`src/rtl/viterbi_pkg.sv`:
```
// Shared types and helper functions for the hard-decision Viterbi decoder core.
package viterbi_pkg;

    typedef logic [7:0] sreg_t;   // encoder register window, wide enough for K up to 8
    typedef logic [1:0] sym_t;
    typedef logic [1:0] bm_t;     // branch metric, Hamming distance 0..2

    typedef enum logic [1:0] {
        FSM_IDLE = 2'd0,
        FSM_ACS  = 2'd1,
        FSM_TB   = 2'd2,
        FSM_OUT  = 2'd3
    } fsm_e;

    function automatic logic parity8(input sreg_t v);
        return ^v;
    endfunction

    function automatic sym_t expected_sym(input sreg_t sr, input sreg_t g0, input sreg_t g1);
        return {parity8(sr & g0), parity8(sr & g1)};
    endfunction

    function automatic bm_t hamming2(input sym_t a, input sym_t b);
        sym_t x;
        x = a ^ b;
        return {x[1] & x[0], x[1] ^ x[0]};
    endfunction

endpackage

```
`src/rtl/viterbi_acs_unit.sv`:
```
// Single-state add-compare-select: two saturating candidates, smaller wins, tie picks d=0.
module viterbi_acs_unit
    import viterbi_pkg::*;
#(
    parameter int Wm = 6
) (
    input  logic [Wm-1:0] pm0,
    input  bm_t           bm0,
    input  logic [Wm-1:0] pm1,
    input  bm_t           bm1,
    output logic [Wm-1:0] metric,
    output logic          dec
);

    localparam logic [Wm:0] SAT = {1'b0, {Wm{1'b1}}};

    logic [Wm:0]   sum0;
    logic [Wm:0]   sum1;
    logic [Wm-1:0] c0;
    logic [Wm-1:0] c1;

    // One extra bit of headroom so overflow can be clamped to the all-ones metric.
    always_comb begin
        sum0   = {1'b0, pm0} + {{(Wm-1){1'b0}}, bm0};
        sum1   = {1'b0, pm1} + {{(Wm-1){1'b0}}, bm1};
        c0     = (sum0 > SAT) ? {Wm{1'b1}} : sum0[Wm-1:0];
        c1     = (sum1 > SAT) ? {Wm{1'b1}} : sum1[Wm-1:0];
        dec    = (c1 < c0);
        metric = dec ? c1 : c0;
    end

endmodule

```
`src/rtl/tt_um_viterbi_core.sv`:
```
// Serial hard-decision Viterbi decoder: one ACS per cycle, circular survivor memory, D-deep traceback.
// Define VITERBI_BEST_STATE_EN to start traceback at the best-metric state unless force_state0 is high.
module tt_um_viterbi_core
    import viterbi_pkg::*;
#(
    parameter int          K      = 3,
    parameter int          D      = 6,
    parameter int          Wm     = 6,
    parameter logic [7:0]  G0_OCT = 8'o07,
    parameter logic [7:0]  G1_OCT = 8'o05
) (
    input  logic       clk,
    input  logic       rst_n,
    input  logic       rx_sym_valid,
    output logic       rx_sym_ready,
    input  logic [1:0] rx_sym,
    output logic       dec_bit_valid,
    output logic       dec_bit,
    input  logic       force_state0
);

    localparam int M  = K - 1;
    localparam int NS = 1 << M;
    localparam int PW = (D > 1) ? $clog2(D) : 1;
    localparam int CW = $clog2(D + 1);

    localparam logic [PW-1:0] PTR_LAST    = PW'(D - 1);
    localparam logic [CW-1:0] CNT_FULL    = CW'(D);
    localparam logic [M-1:0]  IDX_LAST    = M'(NS - 1);
    localparam logic [Wm-1:0] METRIC_INIT = Wm'(1) << (Wm - 2);

    fsm_e          state_q, state_d;
    logic [M-1:0]  acs_idx_q, acs_idx_d;
    sym_t          sym_q, sym_d;
    logic [CW-1:0] cnt_q, cnt_d;
    logic [PW-1:0] ptr_q, ptr_d;
    logic [PW-1:0] tb_cnt_q, tb_cnt_d;
    logic [PW-1:0] tb_row_q, tb_row_d;
    logic [M-1:0]  tb_state_q, tb_state_d;
    logic          rdy_q, rdy_d;
    logic          vld_q, vld_d;
    logic          bit_q, bit_d;
    logic [Wm-1:0] metric_q [NS];
    logic [Wm-1:0] metric_d [NS];
    logic [Wm-1:0] nm_q [NS];
    logic [Wm-1:0] nm_d [NS];
    logic [NS-1:0] surv_q [D];
    logic [NS-1:0] surv_d [D];

    logic [M-1:0]  p0;
    logic [M-1:0]  p1;
    sreg_t         sr0;
    sreg_t         sr1;
    bm_t           bm0;
    bm_t           bm1;
    logic [Wm-1:0] acs_metric;
    logic          acs_dec;
    logic [Wm-1:0] min_m;
    logic [M-1:0]  tb_start;

    // Predecessors of state s are {d, s[M-1:1]}; the branch register is {d, s}.
    always_comb begin
        p0       = acs_idx_q >> 1;
        p1       = p0;
        p1[M-1]  = 1'b1;
        sr0      = sreg_t'(acs_idx_q);
        sr1      = sr0;
        sr1[M]   = 1'b1;
        bm0      = hamming2(sym_q, expected_sym(sr0, G0_OCT, G1_OCT));
        bm1      = hamming2(sym_q, expected_sym(sr1, G0_OCT, G1_OCT));
    end

    viterbi_acs_unit #(.Wm(Wm)) u_acs (
        .pm0    (metric_q[p0]),
        .bm0    (bm0),
        .pm1    (metric_q[p1]),
        .bm1    (bm1),
        .metric (acs_metric),
        .dec    (acs_dec)
    );

`ifdef VITERBI_BEST_STATE_EN
    logic [M-1:0] best_state;

    // Lowest index wins a tie because only a strictly smaller metric replaces the candidate.
    always_comb begin
        best_state = '0;
        for (int i = 1; i < NS; i++) begin
            best_state = (metric_q[i] < metric_q[best_state]) ? M'(i) : best_state;
        end
    end

    assign tb_start = force_state0 ? '0 : best_state;
`else
    logic unused_force;

    assign unused_force = force_state0;
    assign tb_start     = '0;
`endif

    // Sequencing: accept, ACS sweep over all states, traceback, single-cycle output.
    always_comb begin
        state_d    = state_q;
        acs_idx_d  = acs_idx_q;
        sym_d      = sym_q;
        cnt_d      = cnt_q;
        ptr_d      = ptr_q;
        tb_cnt_d   = tb_cnt_q;
        tb_row_d   = tb_row_q;
        tb_state_d = tb_state_q;
        bit_d      = bit_q;
        vld_d      = 1'b0;
        metric_d   = metric_q;
        nm_d       = nm_q;
        surv_d     = surv_q;
        min_m      = '0;
        case (state_q)
            FSM_IDLE: begin
                if (rx_sym_valid && rdy_q) begin
                    state_d   = FSM_ACS;
                    sym_d     = rx_sym;
                    acs_idx_d = '0;
                    cnt_d     = (cnt_q == CNT_FULL) ? cnt_q : cnt_q + 1'b1;
                end else begin
                    state_d = FSM_IDLE;
                end
            end
            FSM_ACS: begin
                nm_d[acs_idx_q]             = acs_metric;
                surv_d[ptr_q][acs_idx_q]    = acs_dec;
                acs_idx_d                   = acs_idx_q + 1'b1;
                if (acs_idx_q == IDX_LAST) begin
                    min_m = nm_d[0];
                    for (int i = 1; i < NS; i++) begin
                        min_m = (nm_d[i] < min_m) ? nm_d[i] : min_m;
                    end
                    for (int i = 0; i < NS; i++) begin
                        metric_d[i] = nm_d[i] - min_m;
                    end
                    ptr_d    = (ptr_q == PTR_LAST) ? '0 : ptr_q + 1'b1;
                    tb_cnt_d = '0;
                    state_d  = (cnt_q >= CNT_FULL) ? FSM_TB : FSM_IDLE;
                end else begin
                    state_d = FSM_ACS;
                end
            end
            FSM_TB: begin
                // ptr_q has already advanced, so the newest row sits one behind it.
                if (tb_cnt_q == '0) begin
                    tb_state_d = tb_start;
                    tb_row_d   = (ptr_q == '0) ? PTR_LAST : ptr_q - 1'b1;
                end else begin
                    tb_state_d      = tb_state_q >> 1;
                    tb_state_d[M-1] = surv_q[tb_row_q][tb_state_q];
                    tb_row_d        = (tb_row_q == '0) ? PTR_LAST : tb_row_q - 1'b1;
                end
                tb_cnt_d = tb_cnt_q + 1'b1;
                state_d  = (tb_cnt_q == PTR_LAST) ? FSM_OUT : FSM_TB;
            end
            FSM_OUT: begin
                state_d = FSM_IDLE;
                vld_d   = 1'b1;
                bit_d   = tb_state_q[0];
            end
            default: begin
                state_d = FSM_IDLE;
            end
        endcase
        rdy_d = (state_d == FSM_IDLE);
    end

    // State registers; reset clears everything and restores the initial metric spread.
    always_ff @(posedge clk or negedge rst_n) begin
        if (!rst_n) begin
            state_q    <= FSM_IDLE;
            acs_idx_q  <= '0;
            sym_q      <= '0;
            cnt_q      <= '0;
            ptr_q      <= '0;
            tb_cnt_q   <= '0;
            tb_row_q   <= '0;
            tb_state_q <= '0;
            rdy_q      <= 1'b0;
            vld_q      <= 1'b0;
            bit_q      <= 1'b0;
            for (int i = 0; i < NS; i++) begin
                metric_q[i] <= (i == 0) ? '0 : METRIC_INIT;
                nm_q[i]     <= '0;
            end
            for (int r = 0; r < D; r++) begin
                surv_q[r] <= '0;
            end
        end else begin
            state_q    <= state_d;
            acs_idx_q  <= acs_idx_d;
            sym_q      <= sym_d;
            cnt_q      <= cnt_d;
            ptr_q      <= ptr_d;
            tb_cnt_q   <= tb_cnt_d;
            tb_row_q   <= tb_row_d;
            tb_state_q <= tb_state_d;
            rdy_q      <= rdy_d;
            vld_q      <= vld_d;
            bit_q      <= bit_d;
            metric_q   <= metric_d;
            nm_q       <= nm_d;
            surv_q     <= surv_d;
        end
    end

    assign rx_sym_ready  = rdy_q;
    assign dec_bit_valid = vld_q;
    assign dec_bit       = bit_q;

endmodule

```
`config.mk`:
```
export PLATFORM = sky130hd
export DESIGN_NAME = tt_um_viterbi_core
export DESIGN_NICKNAME = d
export VERILOG_FILES = /design/src/rtl/viterbi_pkg.sv /design/src/rtl/viterbi_acs_unit.sv /design/src/rtl/tt_um_viterbi_core.sv
export SDC_FILE = /design/constraint.sdc
export NUM_CORES = 1
export LEC_CHECK = 0
export ABC_AREA = 0
export BUFFER_PORTS_ARGS = -buffer_cell sky130_fd_sc_hd__buf_4
export CAP_MARGIN = 25
export CORE_ASPECT_RATIO = 0.8
export CORE_MARGIN = 5
export CORE_UTILIZATION = 46
export CTS_CLUSTER_SIZE = 8
export DETAILED_ROUTE_END_ITERATION = 8
export PLACE_DENSITY = 0.68
export SLEW_MARGIN = 15
export SYNTH_ARGS = -nofsm -noshare
export SYNTH_HDL_FRONTEND = slang
export SYNTH_HIERARCHICAL = 1
export SYNTH_SLANG_ARGS = --single-unit
```
`constraint.sdc`:
```
create_clock -name clk -period 13.2 [get_ports clk]
set_input_delay 2.64 -clock clk [delete_from_list [all_inputs] [get_ports clk]]
set_output_delay 2.64 -clock clk [all_outputs]
set_load 0.02 [all_outputs]
```
==> out/qor.csv, run 1 <==
metric;value;unit
cts.sink_count;95;
cp.required;13410;ps
fin_crit_sh;0.924;
syn_inst;743;
area_growth;8.66;%
synth.distinct_cells;79;
start_util;0.467;
gr-usage-all-layers;0.200;
hpwl;12900;microns
drt_pass1_iterations;5;
antenna_found_initial;0;
vias;5568;
postCtsSetupBuffers;0;
tns;0;ps
final_cell_mix;nand2_1 (112), dfrtp_1 (92), mux2_2 (61);
drt_iter0_drc;406;
cp-start-kind;register;
slowest_stage;mux2i_1;
ys_seq_elements;95;
setup_violations;0;
yosys_warnings;6;
cts_tree;built;
syn_area;6960;sq um
fp.dieH;120;microns
path_class;register to register;
hold_violations;0;
final_nets;791;
rows;40;
crit_buf_inv;6;
clk_latency;350;ps
relSlewSlack;0.319;
rsz0062_at_grt;false;
clk_pin_slew;70;ps
end_kind;register;
holdCritPathClass;register to register;
drtAntennaViolNets;0;
first_global_vias;5590;
antenna_cells;0;
numCtsBuffers;9;
grt-ovfl-total;0;
hold_buffers;0;
die-area;17700;sq um
die_x;148;microns
synth_nets;794;
ctsLongestPathBuffers;2;
cts-root-buf;clkbuf_16;
fmax;82.0;MHz
final_util;0.507;
post-route-min-period;12190;ps
gp_congestion;0.881;
htree_levels;3;
io_buffers;7;
outcome;finished clean;
routed_wirelength;17300;microns
slew_violations;0;
vias_per_cell;5.96;
seq_area_frac_synth;0.342;
path_max_fanout;15;
cp_slowest_stage_delay;870;ps
grt_max_degree;81;
core-area;14900;sq um
io_pins;9;
ctsResizeCount;0;
ys.flop_type;dfrtp_1;
fin_skew;5.77;ps
drive_gt1_frac;0.179;
critPathArrivalTime;12400;ps
syn_area_per_cell;9.37;sq um
drv_cap;0;
async_flop_share;1.00;
synth-edff-count;0;
worst_slew_pin_slew;994;ps
grt_pass1_wl;28500;microns
routedWlPerCell;18.5;microns
drcViolationCount;0;
final_common_cell;nand2_1;
cpLargestDelayFamily;compound AO/OA/AOI/OAI gates;
cp_common_cell;ha_1;
## final timing paths
path                               from           end  slack (ps)  cells after the start
max                        acs_idx_q[1]   metric_q[2]        1010                     45
min                        metric_q[10]  metric_q[10]         470                      2
min reg2reg                metric_q[10]  metric_q[10]         470                      2
min in group asynchronous         rst_n    state_q[1]        2130                      1
max in group asynchronous         rst_n   metric_q[4]       10110                      3
max reg2reg                acs_idx_q[1]   metric_q[2]        1010                     45
## worst min-delay path, cell delays in order, from the launching register on
cell and delay [ps]:
dfstp_2 370, nand2_1 50, o21ai_1 50
## logic make-up (layout without fill, tap and decap cells)
family          after synthesis  count (layout)  synth area share
compound gates              159             159             0.157
xor+xnor                     32              32            0.0413
fa+ha+maj                    46              46            0.0845
buf+inv                      65              67            0.0377
flops                        95              95             0.342
mux                          97              97             0.168
simple gates                249             249             0.170
## state kept, by name, indices dropped and copies added, names as in the netlist
signal / count
rx_sym_ready: 1
cnt_q: 3
dec_bit_valid: 1
ptr_q: 3
tb_state_q: 2
sym_q: 2
dec_bit: 1
metric_q: 24
surv_q: 24
acs_idx_q: 2
state_q: 2
tb_row_q: 3
tb_cnt_q: 3
nm_q: 24
## metrics by stage
| stage | hold WS (ps) | setup WS (ps) | area, sq um | instances |
|---|---|---|---|---|
| global placement | 449 | 1400 | 7180 | 917 |
| detailed placement | 458 | 1270 | 7180 | 917 |
| global route | 495 | 216 | 7570 | 934 |
| finish | 466 | 1010 | 7570 | 934 |
| CTS | 468 | 1150 | 7540 | 933 |
| floorplan | 440 | 2930 | 6960 | 743 |
## cells in the mapped netlist, drive strengths merged (2+ instances only)
cell / count / area share
ha: 43 / 0.077
o31ai: 6 / 0.0072
and4: 2 / 0.0025
nor4: 3 / 0.0027
nor2: 38 / 0.021
a31o: 3 / 0.0038
nand2: 113 / 0.061
o22ai: 3 / 0.0027
a21o: 9 / 0.0097
a311oi: 2 / 0.0034
mux4: 7 / 0.023
nand3: 25 / 0.018
or3: 6 / 0.0054
dfrtp: 92 / 0.33
buf: 10 / 0.0081
a211o: 5 / 0.0063
xor2: 7 / 0.0088
a211oi: 5 / 0.0079
o21ai: 68 / 0.049
inv: 34 / 0.018
a41o: 2 / 0.0031
fa: 2 / 0.0058
dfstp: 3 / 0.011
clkbuf: 21 / 0.011
and2: 6 / 0.0054
xnor2: 25 / 0.033
a21boi: 3 / 0.0032
nand2b: 15 / 0.013
nand3b: 4 / 0.0043
a21oi: 21 / 0.016
o221ai: 2 / 0.0034
nor4bb: 2 / 0.0029
a221oi: 6 / 0.0093
o21a: 3 / 0.0032
and3: 6 / 0.0061
nor3: 13 / 0.012
nor2b: 10 / 0.0090
a31oi: 13 / 0.016
mux2: 61 / 0.099
mux2i: 29 / 0.046
## area by class of cell
cell class                 count  area (sq um)
fill                        1338          7350
multi-input combinational    583          4320
sequential                    95          2380
clock buffer                  10           239
tap                          189           236
timing repair buffer          17           148
inverter                      34           128
clock inverter                 6           115
## metal layers
| layer | vias to the layer above | routed length (microns) | GRT usage |
|---|---|---|---|
| li1 | 2641 | - | - |
| met1 | 2744 | 8220 | 0.288 |
| met2 | 161 | 7820 | 0.304 |
| met3 | 22 | 938 | 0.0336 |
| met4 | 0 | 272 | 0.0681 |
| met5 | - | 0 | 0 |
Power of run 1 is left out: the tool's default activity adds up to more than one toggle a clock period on the data nets, which glitch-free logic cannot reach.
==> run 2: changes to the inputs <==
Settings changed: CAP_MARGIN 25 to not set.
Clock period 13.2 ns to 12.75 ns, I/O delays scaled along.
==> run 2 against run 1 <==
  * Critical path depth up 1
  * Die area unchanged
  * Flip-flop and latch count unchanged
  * Maximum frequency up 3.0%
  * Final cell count down 0.21%
  * First-iteration DRC count up 19%
  * Count of clock-buffer cells in the layout unchanged
  * Setup slack worse by 98 ps
  * Critical path type unchanged
==> out/qor.csv, run 2 (synthesis gave the netlist of run 1 again) <==
metric;value;unit;change
outcome;finished clean;;
fmax;84.5;MHz;+3.0%
cp.required;13020;ps;-390 ps
gp_congestion;0.928;;+5.3%
cts.sink_count;95;;unchanged
fin_skew;7.59;ps;+1.82 ps
fin_crit_sh;0.929;;+0.00503
drcViolationCount;0;;unchanged
cts_tree;built;;
final_nets;789;;-0.25%
hold_buffers;0;;unchanged
htree_levels;3;;unchanged
postCtsSetupBuffers;0;;unchanged
cp-start-kind;register;;
drt_pass1_iterations;5;;unchanged
dp_slack;1070;ps;-204 ps
tns;0;ps;unchanged
post-route-min-period;11840;ps;-352 ps
clk_latency;350;ps;about the same
routedWlPerCell;18.1;microns;-2.1%
hpwl;12700;microns;-1.6%
top_usage_layer;met2;;
hold-path-cell-count;2;;unchanged
final_area;7470;sq um;-1.2%
io_pins;9;;unchanged
cp_slowest_stage_delay;770;ps;-100 ps
vias_per_cell;5.89;;-1.2%
start_util;0.467;;unchanged
relSlewSlack;0.321;;+0.00239
critPathArrivalTime;12110;ps;-290 ps
timing.final.ws_setup;910;ps;-98.5 ps
drt_iter0_drc;483;;+19%
use_met1;0.289;;+0.000418
end_kind;register;;
dpl_cell_area;7180;sq um;-0.10%
core-area;14900;sq um;unchanged
worst_slew_pin_slew;1020;ps;+24.8 ps
antenna_found_initial;0;;unchanged
hold_ws;463;ps;-3.25 ps
fp.dieH;120;microns;unchanged
drive_gt1_frac;0.175;;-0.00356
hold_violations;0;;unchanged
reg2reg_depth;46;;+2.2%
first_global_vias;5381;;-3.7%
ctsResizeCount;0;;unchanged
rrSetupSlack;910;ps;-100 ps
holdCritPathClass;register to register;;
ctsLongestPathBuffers;2;;unchanged
slowest_stage;mux2i_1;;
cp_common_cell;ha_1;;
drtAntennaViolNets;0;;unchanged
clk_pin_slew;70;ps;about the same
rsz0062_at_grt;false;;
use_met2;0.307;;+0.00315
drv_cap;0;;unchanged
rows;40;;unchanged
path_max_fanout;15;;unchanged
final_cell_mix;nand2_1 (112), dfrtp_1 (92), mux2_2 (61);;
reg_top3;metric_q x24, nm_q x24, surv_q x24;;
die_x;148;microns;unchanged
slew_violations;0;;unchanged
vias;5489;;-1.4%
gr-usage-all-layers;0.197;;-0.00286
antenna_cells;0;;unchanged
io_buffers;7;;unchanged
globalRouteMet3Util;0.0298;;-0.00378
routed_wirelength;16800;microns;-2.3%
area_growth;7.35;%;
setup_violations;0;;unchanged
grt_pass1_wl;28000;microns;-1.6%
grt-ovfl-total;0;;unchanged
grt_max_degree;81;;unchanged
path_class;register to register;;
cts-root-buf;clkbuf_16;;
final_common_cell;nand2_1;;
die-area;17700;sq um;unchanged
numCtsBuffers;9;;unchanged
## run 2: layer usage
layer / part of all wire / vias up / wire, microns
li1: - / 2643 / -
met1: 0.48 / 2675 / 8130
met2: 0.45 / 154 / 7630
met3: 0.056 / 17 / 940
met4: 0.0087 / 0 / 146
met5: 0 / - / 0
## run 2: final timing paths
| check | start | end |
|---|---|---|
| setup / recovery | acs_idx_q[1] | metric_q[4] |
| hold / removal | metric_q[10] | metric_q[10] |
| setup reg to reg | acs_idx_q[1] | metric_q[4] |
| hold reg to reg | metric_q[10] | metric_q[10] |
| max in group asynchronous | rst_n | metric_q[8] |
| min in group asynchronous | rst_n | rx_sym_ready |
## run 2: stage by stage
step,utilization,cells
2_1_floorplan,-,743
3_3_place_gp,0.481,916
3_5_place_dp,0.481,916
4_1_cts,0.501,932
5_1_grt,0.501,932
6_report,0.501,932
## run 2: cell type report
cell class / instances / area (sq um)
Fill cell: 1380 / 7440
Inverter: 34 / 128
Tap cell: 189 / 236
Clock buffer: 10 / 229
Sequential cell: 95 / 2380
Clock inverter: 6 / 68.8
Timing Repair Buffer: 15 / 113
Multi-Input combinational cell: 583 / 4320
## run 2: critical path: cells and delay by family (launching register included)
kind                       cells  cell delay (ps)
DFF                            1              320
buffers and inverters          6              810
xor gates and xnor gates       2              380
and+or+nand+nor                8             1790
adders and majority gates     10             3000
muxes                          5             2400
AOI/OAI and AO/OA             15             3050
Power of run 2 is left out for the same reason.
